File: src/rtl/eth_fcs_inserter_if.sv
// Byte-wide nibble bus (low nibble first on the wire) with a frame-valid strobe.
// master drives the bus, slave samples it.
interface eth_fcs_inserter_if;
  logic       tx_en;
  logic [3:0] data_lo;
  logic [3:0] data_hi;

  modport master (output tx_en, data_lo, data_hi);
  modport slave  (input  tx_en, data_lo, data_hi);
endinterface

File: src/rtl/eth_fcs_inserter.sv
// Ethernet TX framer: passes preamble/data, pads short frames, appends CRC-32 FCS, enforces IFG.
// Latency 1 cycle; no backpressure -- input arriving during PAD/FCS/IFG is dropped and flagged as overrun.
module eth_fcs_inserter #(
  parameter int MIN_DATA  = 60,
  parameter bit PAD_EN    = 1'b1,
  parameter int IFG_BYTES = 12
) (
  input  logic                       clk,
  input  logic                       rst,
  eth_fcs_inserter_if.slave          upstream,
  eth_fcs_inserter_if.master         downstream,
  output logic                       busy,
  output logic                       frame_done,
  output logic                       frame_err,
  output logic                       overrun
);

  typedef enum logic [2:0] {IDLE, PREAMBLE, DATA, PAD, FCS, IFG} state_t;

  localparam logic [31:0] CRC_POLY = 32'hEDB88320;
  localparam logic [31:0] CRC_INIT = 32'hFFFFFFFF;
  localparam logic [7:0]  SFD      = 8'hD5;
  localparam logic [10:0] MIN_CNT  = 11'(MIN_DATA);
  localparam logic [15:0] IFG_LAST = 16'(IFG_BYTES - 1);

  state_t      state;
  logic [31:0] crc;
  logic [10:0] byte_cnt;
  logic [1:0]  fcs_idx;
  logic [15:0] ifg_cnt;

  logic [7:0]  din;
  logic [10:0] cnt_inc;
  logic [31:0] fcs_val;
  logic [7:0]  fcs_byte;

  assign din      = {upstream.data_hi, upstream.data_lo};
  assign cnt_inc  = (byte_cnt == 11'h7FF) ? byte_cnt : byte_cnt + 11'd1;
  assign fcs_val  = ~crc;
  assign fcs_byte = fcs_val[{fcs_idx, 3'b000} +: 8];

  // Reflected CRC-32, one input bit per iteration, LSB first.
  function automatic logic [31:0] crc8(input logic [31:0] c, input logic [7:0] d);
    logic [31:0] r;
    r = c;
    for (int i = 0; i < 8; i++) begin
      r = (r[0] ^ d[i]) ? ((r >> 1) ^ CRC_POLY) : (r >> 1);
    end
    return r;
  endfunction

  always_ff @(posedge clk) begin
    if (rst) begin
      state                <= IDLE;
      crc                  <= CRC_INIT;
      byte_cnt             <= 11'd0;
      fcs_idx              <= 2'd0;
      ifg_cnt              <= 16'd0;
      busy                 <= 1'b0;
      frame_done           <= 1'b0;
      frame_err            <= 1'b0;
      overrun              <= 1'b0;
      downstream.tx_en     <= 1'b0;
      downstream.data_lo   <= 4'd0;
      downstream.data_hi   <= 4'd0;
    end else begin
      downstream.tx_en   <= 1'b0;
      downstream.data_lo <= 4'd0;
      downstream.data_hi <= 4'd0;
      frame_done         <= 1'b0;
      frame_err          <= 1'b0;
      overrun            <= 1'b0;

      case (state)
        IDLE: begin
          if (upstream.tx_en) begin
            downstream.tx_en                          <= 1'b1;
            {downstream.data_hi, downstream.data_lo}  <= din;
            crc                                       <= CRC_INIT;
            byte_cnt                                  <= 11'd0;
            busy                                      <= 1'b1;
            state                                     <= (din == SFD) ? DATA : PREAMBLE;
          end
        end

        PREAMBLE: begin
          if (upstream.tx_en) begin
            downstream.tx_en                          <= 1'b1;
            {downstream.data_hi, downstream.data_lo}  <= din;
            if (din == SFD) state <= DATA;
          end else begin
            frame_err <= 1'b1;
            busy      <= 1'b0;
            state     <= IDLE;
          end
        end

        DATA: begin
          downstream.tx_en <= 1'b1;
          if (upstream.tx_en) begin
            {downstream.data_hi, downstream.data_lo}  <= din;
            crc                                       <= crc8(crc, din);
            byte_cnt                                  <= cnt_inc;
          end else if (PAD_EN && (byte_cnt < MIN_CNT)) begin
            // First pad byte goes out on the same edge the frame ends, so no gap.
            crc      <= crc8(crc, 8'h00);
            byte_cnt <= cnt_inc;
            fcs_idx  <= 2'd0;
            state    <= (cnt_inc >= MIN_CNT) ? FCS : PAD;
          end else begin
            {downstream.data_hi, downstream.data_lo}  <= fcs_val[7:0];
            fcs_idx                                   <= 2'd1;
            state                                     <= FCS;
          end
        end

        PAD: begin
          overrun          <= upstream.tx_en;
          downstream.tx_en <= 1'b1;
          crc              <= crc8(crc, 8'h00);
          byte_cnt         <= cnt_inc;
          fcs_idx          <= 2'd0;
          if (cnt_inc >= MIN_CNT) state <= FCS;
        end

        FCS: begin
          overrun                                   <= upstream.tx_en;
          downstream.tx_en                          <= 1'b1;
          {downstream.data_hi, downstream.data_lo}  <= fcs_byte;
          fcs_idx                                   <= fcs_idx + 2'd1;
          if (fcs_idx == 2'd3) begin
            frame_done <= 1'b1;
            ifg_cnt    <= 16'd0;
            if (IFG_BYTES == 0) begin
              busy  <= 1'b0;
              state <= IDLE;
            end else begin
              state <= IFG;
            end
          end
        end

        IFG: begin
          // Input on the final gap cycle is dropped silently; the frame must restart in IDLE.
          if (ifg_cnt == IFG_LAST) begin
            busy  <= 1'b0;
            state <= IDLE;
          end else begin
            overrun <= upstream.tx_en;
            ifg_cnt <= ifg_cnt + 16'd1;
          end
        end

        default: begin
          busy  <= 1'b0;
          state <= IDLE;
        end
      endcase
    end
  end

endmodule
File: src/flat_wrapper.sv
// flat-port wrapper written by rule: the top's interface ports become plain ports
module eth_fcs_inserter_flat 
#(
  parameter int MIN_DATA  = 60,
  parameter bit PAD_EN    = 1'b1,
  parameter int IFG_BYTES = 12
)
  (clk, rst, busy, frame_done, frame_err, overrun, upstream_tx_en, upstream_data_lo, upstream_data_hi, downstream_tx_en, downstream_data_lo, downstream_data_hi);
  eth_fcs_inserter_if upstream_i ();
  eth_fcs_inserter_if downstream_i ();
  input  logic clk;
  input  logic rst;
  output logic busy;
  output logic frame_done;
  output logic frame_err;
  output logic overrun;
  input wire logic [$bits(upstream_i.tx_en)-1:0] upstream_tx_en;
  input wire logic [$bits(upstream_i.data_lo)-1:0] upstream_data_lo;
  input wire logic [$bits(upstream_i.data_hi)-1:0] upstream_data_hi;
  output wire logic [$bits(downstream_i.tx_en)-1:0] downstream_tx_en;
  output wire logic [$bits(downstream_i.data_lo)-1:0] downstream_data_lo;
  output wire logic [$bits(downstream_i.data_hi)-1:0] downstream_data_hi;
  assign upstream_i.tx_en = upstream_tx_en;
  assign upstream_i.data_lo = upstream_data_lo;
  assign upstream_i.data_hi = upstream_data_hi;
  assign downstream_tx_en = downstream_i.tx_en;
  assign downstream_data_lo = downstream_i.data_lo;
  assign downstream_data_hi = downstream_i.data_hi;
  eth_fcs_inserter #(.MIN_DATA(MIN_DATA), .PAD_EN(PAD_EN), .IFG_BYTES(IFG_BYTES)) u_core (.clk(clk), .rst(rst), .upstream(upstream_i), .downstream(downstream_i), .busy(busy), .frame_done(frame_done), .frame_err(frame_err), .overrun(overrun));
endmodule
File: config.mk
export PLATFORM = sky130hd
export DESIGN_NAME = eth_fcs_inserter_flat
export DESIGN_NICKNAME = d
export VERILOG_FILES = /design/src/rtl/eth_fcs_inserter_if.sv /design/src/rtl/eth_fcs_inserter.sv /design/src/flat_wrapper.sv
export SDC_FILE = /design/constraint.sdc
export NUM_CORES = 1
export LEC_CHECK = 0
export CAP_MARGIN = 0
export CORE_MARGIN = 2
export CORE_UTILIZATION = 35
export CTS_BUF_LIST = sky130_fd_sc_hd__clkbuf_8
export CTS_CLUSTER_SIZE = 25
export DETAILED_ROUTE_END_ITERATION = 10
export SYNTH_ARGS = -nofsm -noshare
export SYNTH_HDL_FRONTEND = slang
export SYNTH_SLANG_ARGS = --single-unit
File: constraint.sdc
create_clock -name clk -period 6.4 [get_ports clk]
set_input_delay 1.28 -clock clk [delete_from_list [all_inputs] [get_ports clk]]
set_output_delay 1.28 -clock clk [all_outputs]
set_load 0.01 [all_outputs]
# ---- Yosys cells after proc, flatten, opt, wreduce, memory -nomap -nowiden
# Cells that the tools add are included.
dict set report totals {
  ff_bits 77
  input_bits 11
  word_cells 137
}
dict set report classes {
  addsub 3
  n_lt_le_gt_ge 2
  n_eq_ne 18
  shifts 1
  mux 60
  n_bitwise 27
  reduce_logical 14
}
# op count
set ops {}
lappend ops {{$mux 32} 19}
lappend ops {{$not 13->14} 15}
lappend ops {{$pmux 32 s3} 1}
lappend ops {{$mux 11} 4}
lappend ops {{$pmux 11 s3} 1}
lappend ops {{$mux 16} 2}
lappend ops {{$not 32->32} 1}
lappend ops {{$pmux 16 s2} 1}
lappend ops {{$shiftx 32x6->8} 1}
lappend ops {{$mux 3} 9}
lappend ops {{$mux 4} 6}
lappend ops {{$pmux 4 s3} 2}
lappend ops {{$pmux 3 s6} 1}
lappend ops {{$add 16x1->16 const B} 1}
lappend ops {{$eq 16x4->1 const B} 1}
lappend ops {{$add 11x1->11 const B} 1}
lappend ops {{$eq 11x11->1 const B} 1}
lappend ops {{$ge 11x6->1 const B} 1}
lappend ops {{$lt 11x6->1 const B} 1}
lappend ops {{$eq 8x8->1 const B} 1}
lappend ops {{$mux 1} 8}
lappend ops {{$ne 2x2->1 const B} 4}
lappend ops {{$reduce_or 2->1} 4}
lappend ops {{$xor 1x1->1} 8}
lappend ops {{20 further kinds} 31}

# ---- Depth between registers and ports, before layout
dict set report depth {
  ltp_word 19
  mapped_depth 11
  mapped_depth_nobuf 7
}

# ---- Least setup slack after synthesis
# No wires, ideal clock.
dict set report synth_timing {
  path_kind {in2reg}
  startpoint {in upstream_data_lo[0]}
  endpoint {reg u_core.crc[20]}
  arrival_ns 3.180
  required_ns 6.340
  slack_ns 3.160
  path_stages 7
  n_path_buf 1
  path_cell_list {clkbuf_1 > xnor2_1 > xor2_1 > xor3_1 > a22o_1 > nand4_1 > o311a_1}
}
dict set report synth_via {
  elab_chain_cells 16
  word_cells_on_any_way 17
  cone_classes {mux: 10; bitwise: 7}
}
# item line_no
set synth_lines {}
lappend synth_lines {{from (decl)} flat_wrapper.sv:18} ;# input wire logic [$bits(upstream_i.data_lo)-1:0] upstream_data_lo;
lappend synth_lines {{$xor 1x1->1 (*)} eth_fcs_inserter.sv:47} ;# r = (r[0] ^ d[i]) ? ((r >> 1) ^ CRC_POLY) : (r >> 1);
lappend synth_lines {{$mux 32 (*)} eth_fcs_inserter.sv:47}
lappend synth_lines {{$not 13->14 (no line)} --}
lappend synth_lines {{$mux 32 (*) (2 in series)} eth_fcs_inserter.sv:47}
lappend synth_lines {{$not 13->14 (no line)} --}
lappend synth_lines {{$mux 32 (*)} eth_fcs_inserter.sv:47}
lappend synth_lines {{$not 13->14 (no line)} --}
lappend synth_lines {{$mux 32 (*) (2 in series)} eth_fcs_inserter.sv:47}
lappend synth_lines {{$not 13->14 (no line)} --}
lappend synth_lines {{$mux 32 (*)} eth_fcs_inserter.sv:47}
lappend synth_lines {{$not 13->14 (no line)} --}
lappend synth_lines {{$mux 32 (*)} eth_fcs_inserter.sv:47}
lappend synth_lines {{$mux 32 (*)} eth_fcs_inserter.sv:100} ;# if (upstream.tx_en) begin
lappend synth_lines {{$pmux 32 s3 (*)} eth_fcs_inserter.sv:74} ;# case (state)
lappend synth_lines {{to (signal assigned)} eth_fcs_inserter.sv:102} ;# crc <= crc8(crc, din);
lappend synth_lines {{to (signal assigned)} eth_fcs_inserter.sv:106} ;# crc <= crc8(crc, 8'h00);
lappend synth_lines {{to (signal assigned)} eth_fcs_inserter.sv:120} ;# crc <= crc8(crc, 8'h00);
lappend synth_lines {{to (decl)} eth_fcs_inserter.sv:27} ;# logic [31:0] crc;
# Every way passes the cells marked *; elsewhere a longest branch is shown, timed or not.
# A chain may end at the register's enable or synchronous reset.

# ---- Worst setup path in the final report
dict set report layout_timing {
  startpoint {in upstream_tx_en}
  endpoint {reg u_core.crc[22]}
}
dict set report layout_via {
  elab_chain_cells 2
  word_cells_on_any_way 5
  cone_classes {eq/ne: 2; mux: 2; reduce/logical: 1}
}
# item line_no
set layout_lines {}
lappend layout_lines {{from (decl)} flat_wrapper.sv:17} ;# input wire logic [$bits(upstream_i.tx_en)-1:0] upstream_tx_en;
lappend layout_lines {{$ne 3x2->1 (no line), or another cell as far along} --}
lappend layout_lines {{$reduce_and 3->1 (no line) or $pmux 32 s3 (tied branches)} --}
# Parallel ways exist; a longest one is shown, timed or not.

==> impl_metrics.toml <==
[power_and_ir_drop]
p_sw_mw = 0.5327
swShare = 0.3709
leakage_nw = 1.936
p_comb_frac = 0.395
clock_power_share = 0.218
power.internal_mw = 0.9037
seq_power_share = 0.387
power.density_nw_per_um2 = 248.4
worst_ir_drop_vdd_mv = 0.1141

[critical_path]
cp.buffers_inverters = 1
ff2ff_setup_slack_ns = 3.54
critical_path_class = "in2reg"
critPathMaxStageDelay_ns = 0.77
cp_max_fo = 51
path_delay_family = "simple AND/OR/NAND/NOR gates"
startpoint_type = "input port"
crit_start = "upstream_tx_en"
r2r-end = "u_core.crc[7]"
slowest_stage = "clkdlybuf4s50_1"
cp-endpoint = "u_core.crc[22]"
r2r.worst_path.cells = 5
path_cells = "clkdlybuf4s50_1 > nor2b_1 > a21oi_1 > or2_2 > nor4_1 > o31ai_1"
arrival_ns = 3.99
crit_path_end_kind = "register"
worstPathRequired_ns = 6.62
r2r-start = "u_core.state[1]"
path_depth = 6

[cells_and_area]
layout-drive-gt1-share = 0.05031
final_common_cell = "xnor2_1"
nets = 646
n_fill_cell = 1511
area_growth_pct = 6.058
layout_common_cells = "xnor2_1 (90), dfxtp_1 (77), nand2_1 (51), nor2_1 (49), o21ai_0 (41)"
diodes = 0

[timing]
tightest_slew_ns = 0.9991
finalSetupViolations = 0
period_share = 0.5898
maxSlewViolCount = 0
fin_tns_setup_ns = 0
fmaxAchievable_ghz = 0.2649
hold_viol_final = 0
rsz0062_at_grt = "false"
slew_headroom = 0.3339
period_needed_ns = 3.775
setup_slack_ns = 2.625
clock_skew_ns = 0.008779

[logic_synthesis]
synth_compound_gate_area_share = 0.1769
synthArstFlopShare = 0
synth_nets = 659
yosys_warnings = 0
synthXorXnorAreaFrac = 0.2405
synth_fa_ha_area_frac = 0.008720
synth.mux.area_fraction = 0.03029
ys_seq_area_frac = 0.2827
synth_top_family_by_area = "XOR/XNOR gates"
synth_top_area_frac = 0.2827
syn-instance-count = 645
avgSynthCellArea_um2 = 8.454
synth_top_cell_by_area = "dfxtp_1"
ys_top_cells_by_area = "dfxtp_1 (28%), xnor2_1 (14%), xor2_1 (5.3%), o21ai_0 (3.8%), nand2_1 (3.5%)"
synth_area_um2 = 5453
ys_ff_latch = 77
synth-main-ff-cell = "dfxtp_1"
synthSimpleGateAreaFrac = 0.1978
ys_types = 70
synth_edf_count = 0

[die]
floorplan.initialDensity = 0.3587
rows = 45
design.die.area_um2 = 16590
core_um2 = 15200
fp.dieW_um = 128.8
ioPinCount = 24
die_h_um = 128.8

[route]
route.detailed.drc = 0
vias_per_cell = 5.746
num_vias = 4735
wl_um = 14580
wl_per_cell_um = 17.69
drtIter0Drc = 364
antenna_left = 0
dr.pass1.iters = 7

[clock_network]
cts_resized = 0
clk-insertion-delay-late_ns = 0.36
cts_inserted_buffers = 9
cts_tree = "done"
clk_pin_slew_ns = 0.07
postCtsHoldBufs = 0
htreeDepth = 3
clock_sinks = 77
ctsRootBufferMaster = "clkbuf_8"
cts_setup_buffers = 0
clockBufferDepth = 2

[hold_path]
min-delay-path-class = "reg2reg"
worstHoldStart = "u_core.crc[11]"
min_delay_path_depth = 2

[place]
dp_hpwl_um = 10110
place_ws_ns = 2.273
port_buffers = 23
gp_congestion = 0.9389

[global_route]
grt_use_total = 0.1813
grt_pass1_vias = 4625
grt_antenna_before_repair = 0
overflow = 0
grt_first_pass_wirelength_um = 23900
grt_max_degree = 52

[run_status]
status = "finished, final reports clean"

[flow_run]
max_cap_violations = 0
cell type report:
cell class	instances	area (um2)	share of cell area
Inverter	6	22.52	0.003894
Sequential cell	77	1541	0.2666
Timing Repair Buffer	27	260.3	0.04500
Tap cell	188	235.2	0.04068
Clock buffer	9	123.9	0.02142
Multi-Input combinational cell	511	3567	0.6168
Clock inverter	6	32.53	0.005625
synthesized netlist by cell type, types with 3 or more instances:
| master | count |
|---|---|
| a211oi_1 | 3 |
| clkbuf_1 | 27 |
| nor2b_1 | 6 |
| nand4_1 | 9 |
| o21ai_0 | 41 |
| nand3_1 | 22 |
| a21oi_1 | 28 |
| o311a_1 | 3 |
| dfxtp_1 | 77 |
| nor2_1 | 49 |
| buf_2 | 8 |
| inv_1 | 5 |
| nor3_1 | 20 |
| o22ai_1 | 4 |
| a31oi_1 | 6 |
| nor4b_1 | 9 |
| a211o_1 | 8 |
| or3_1 | 11 |
| xnor2_1 | 90 |
| and3_1 | 4 |
| xor3_1 | 3 |
| nand2_1 | 51 |
| clkbuf_8 | 6 |
| and2_1 | 9 |
| ha_1 | 3 |
| xnor3_1 | 3 |
| o211ai_1 | 7 |
| o221ai_1 | 4 |
| nand2b_1 | 4 |
| mux2i_1 | 12 |
| nor4_1 | 7 |
| a22oi_1 | 9 |
| a221oi_1 | 9 |
| buf_6 | 7 |
| or2_2 | 3 |
| xor2_1 | 33 |
worst register-to-register path: cells and delay by family (launching register included):
| family | cells | cell delay, ns |
|---|---|---|
| flops | 1 | 0.70 |
| compound gates | 3 | 0.63 |
| simple gates | 2 | 1.42 |
power by group through the flow:
stage | combinational (mW) | clock (mW) | sequential [mW]
after floorplan | 0.483 | 0 | 0.540
after global placement | 0.554 | 0 | 0.565
after detailed placement | 0.557 | 0 | 0.565
after CTS | 0.561 | 0.323 | 0.554
after global routing | 0.613 | 0.346 | 0.560
final | 0.568 | 0.313 | 0.556
registers in the layout (all words and copies together) (netlist names):
name                       cells
u_core.ifg_cnt                16
u_core.busy                    1
u_core.frame_err               1
u_core.fcs_idx                 2
u_core.frame_done              1
u_core.downstream.tx_en        1
u_core.state                   3
u_core.overrun                 1
u_core.crc                    32
u_core.downstream.data_hi      4
u_core.downstream.data_lo      4
u_core.byte_cnt               11
worst min-delay path by stage:
stage	end	slack [ns]
2_1_floorplan	u_core.crc[17]	0.47
3_3_place_gp	u_core.ifg_cnt[14]	0.48
3_5_place_dp	u_core.crc[11]	0.49
4_1_cts	u_core.crc[11]	0.50
5_1_grt	u_core.ifg_cnt[14]	0.54
6_report	u_core.crc[11]	0.50
metrics by stage:
stage	util	instances	total power, mW	hold slack, ns	area (um2)
after floorplan	-	645	1.023	0.4690	5453
after global placement	0.3701	809	1.120	0.4833	5627
after detailed placement	0.3701	809	1.122	0.4887	5627
after CTS	0.3804	824	1.438	0.4997	5783
after global routing	0.3804	824	1.519	0.5429	5783
final	0.3804	824	1.436	0.5011	5783
layer usage:
layer / part of all wire / GRT usage
met2: 0.48 / 0.3066
met4: 0.021 / 0.07225
met3: 0.059 / 0.03243
met5: 0 / 0
met1: 0.44 / 0.2293
logic make-up after synthesis:
kind of cell / Yosys count
AO/OA/AOI/OAI: 145
XOR/XNOR: 133
adder cells (fa/ha/maj): 4
buffers and inverters: 57
flip-flops: 77
multiplexers: 15
AND/OR/NAND/NOR: 214
Note: power is estimated with default switching activity, not from simulation.
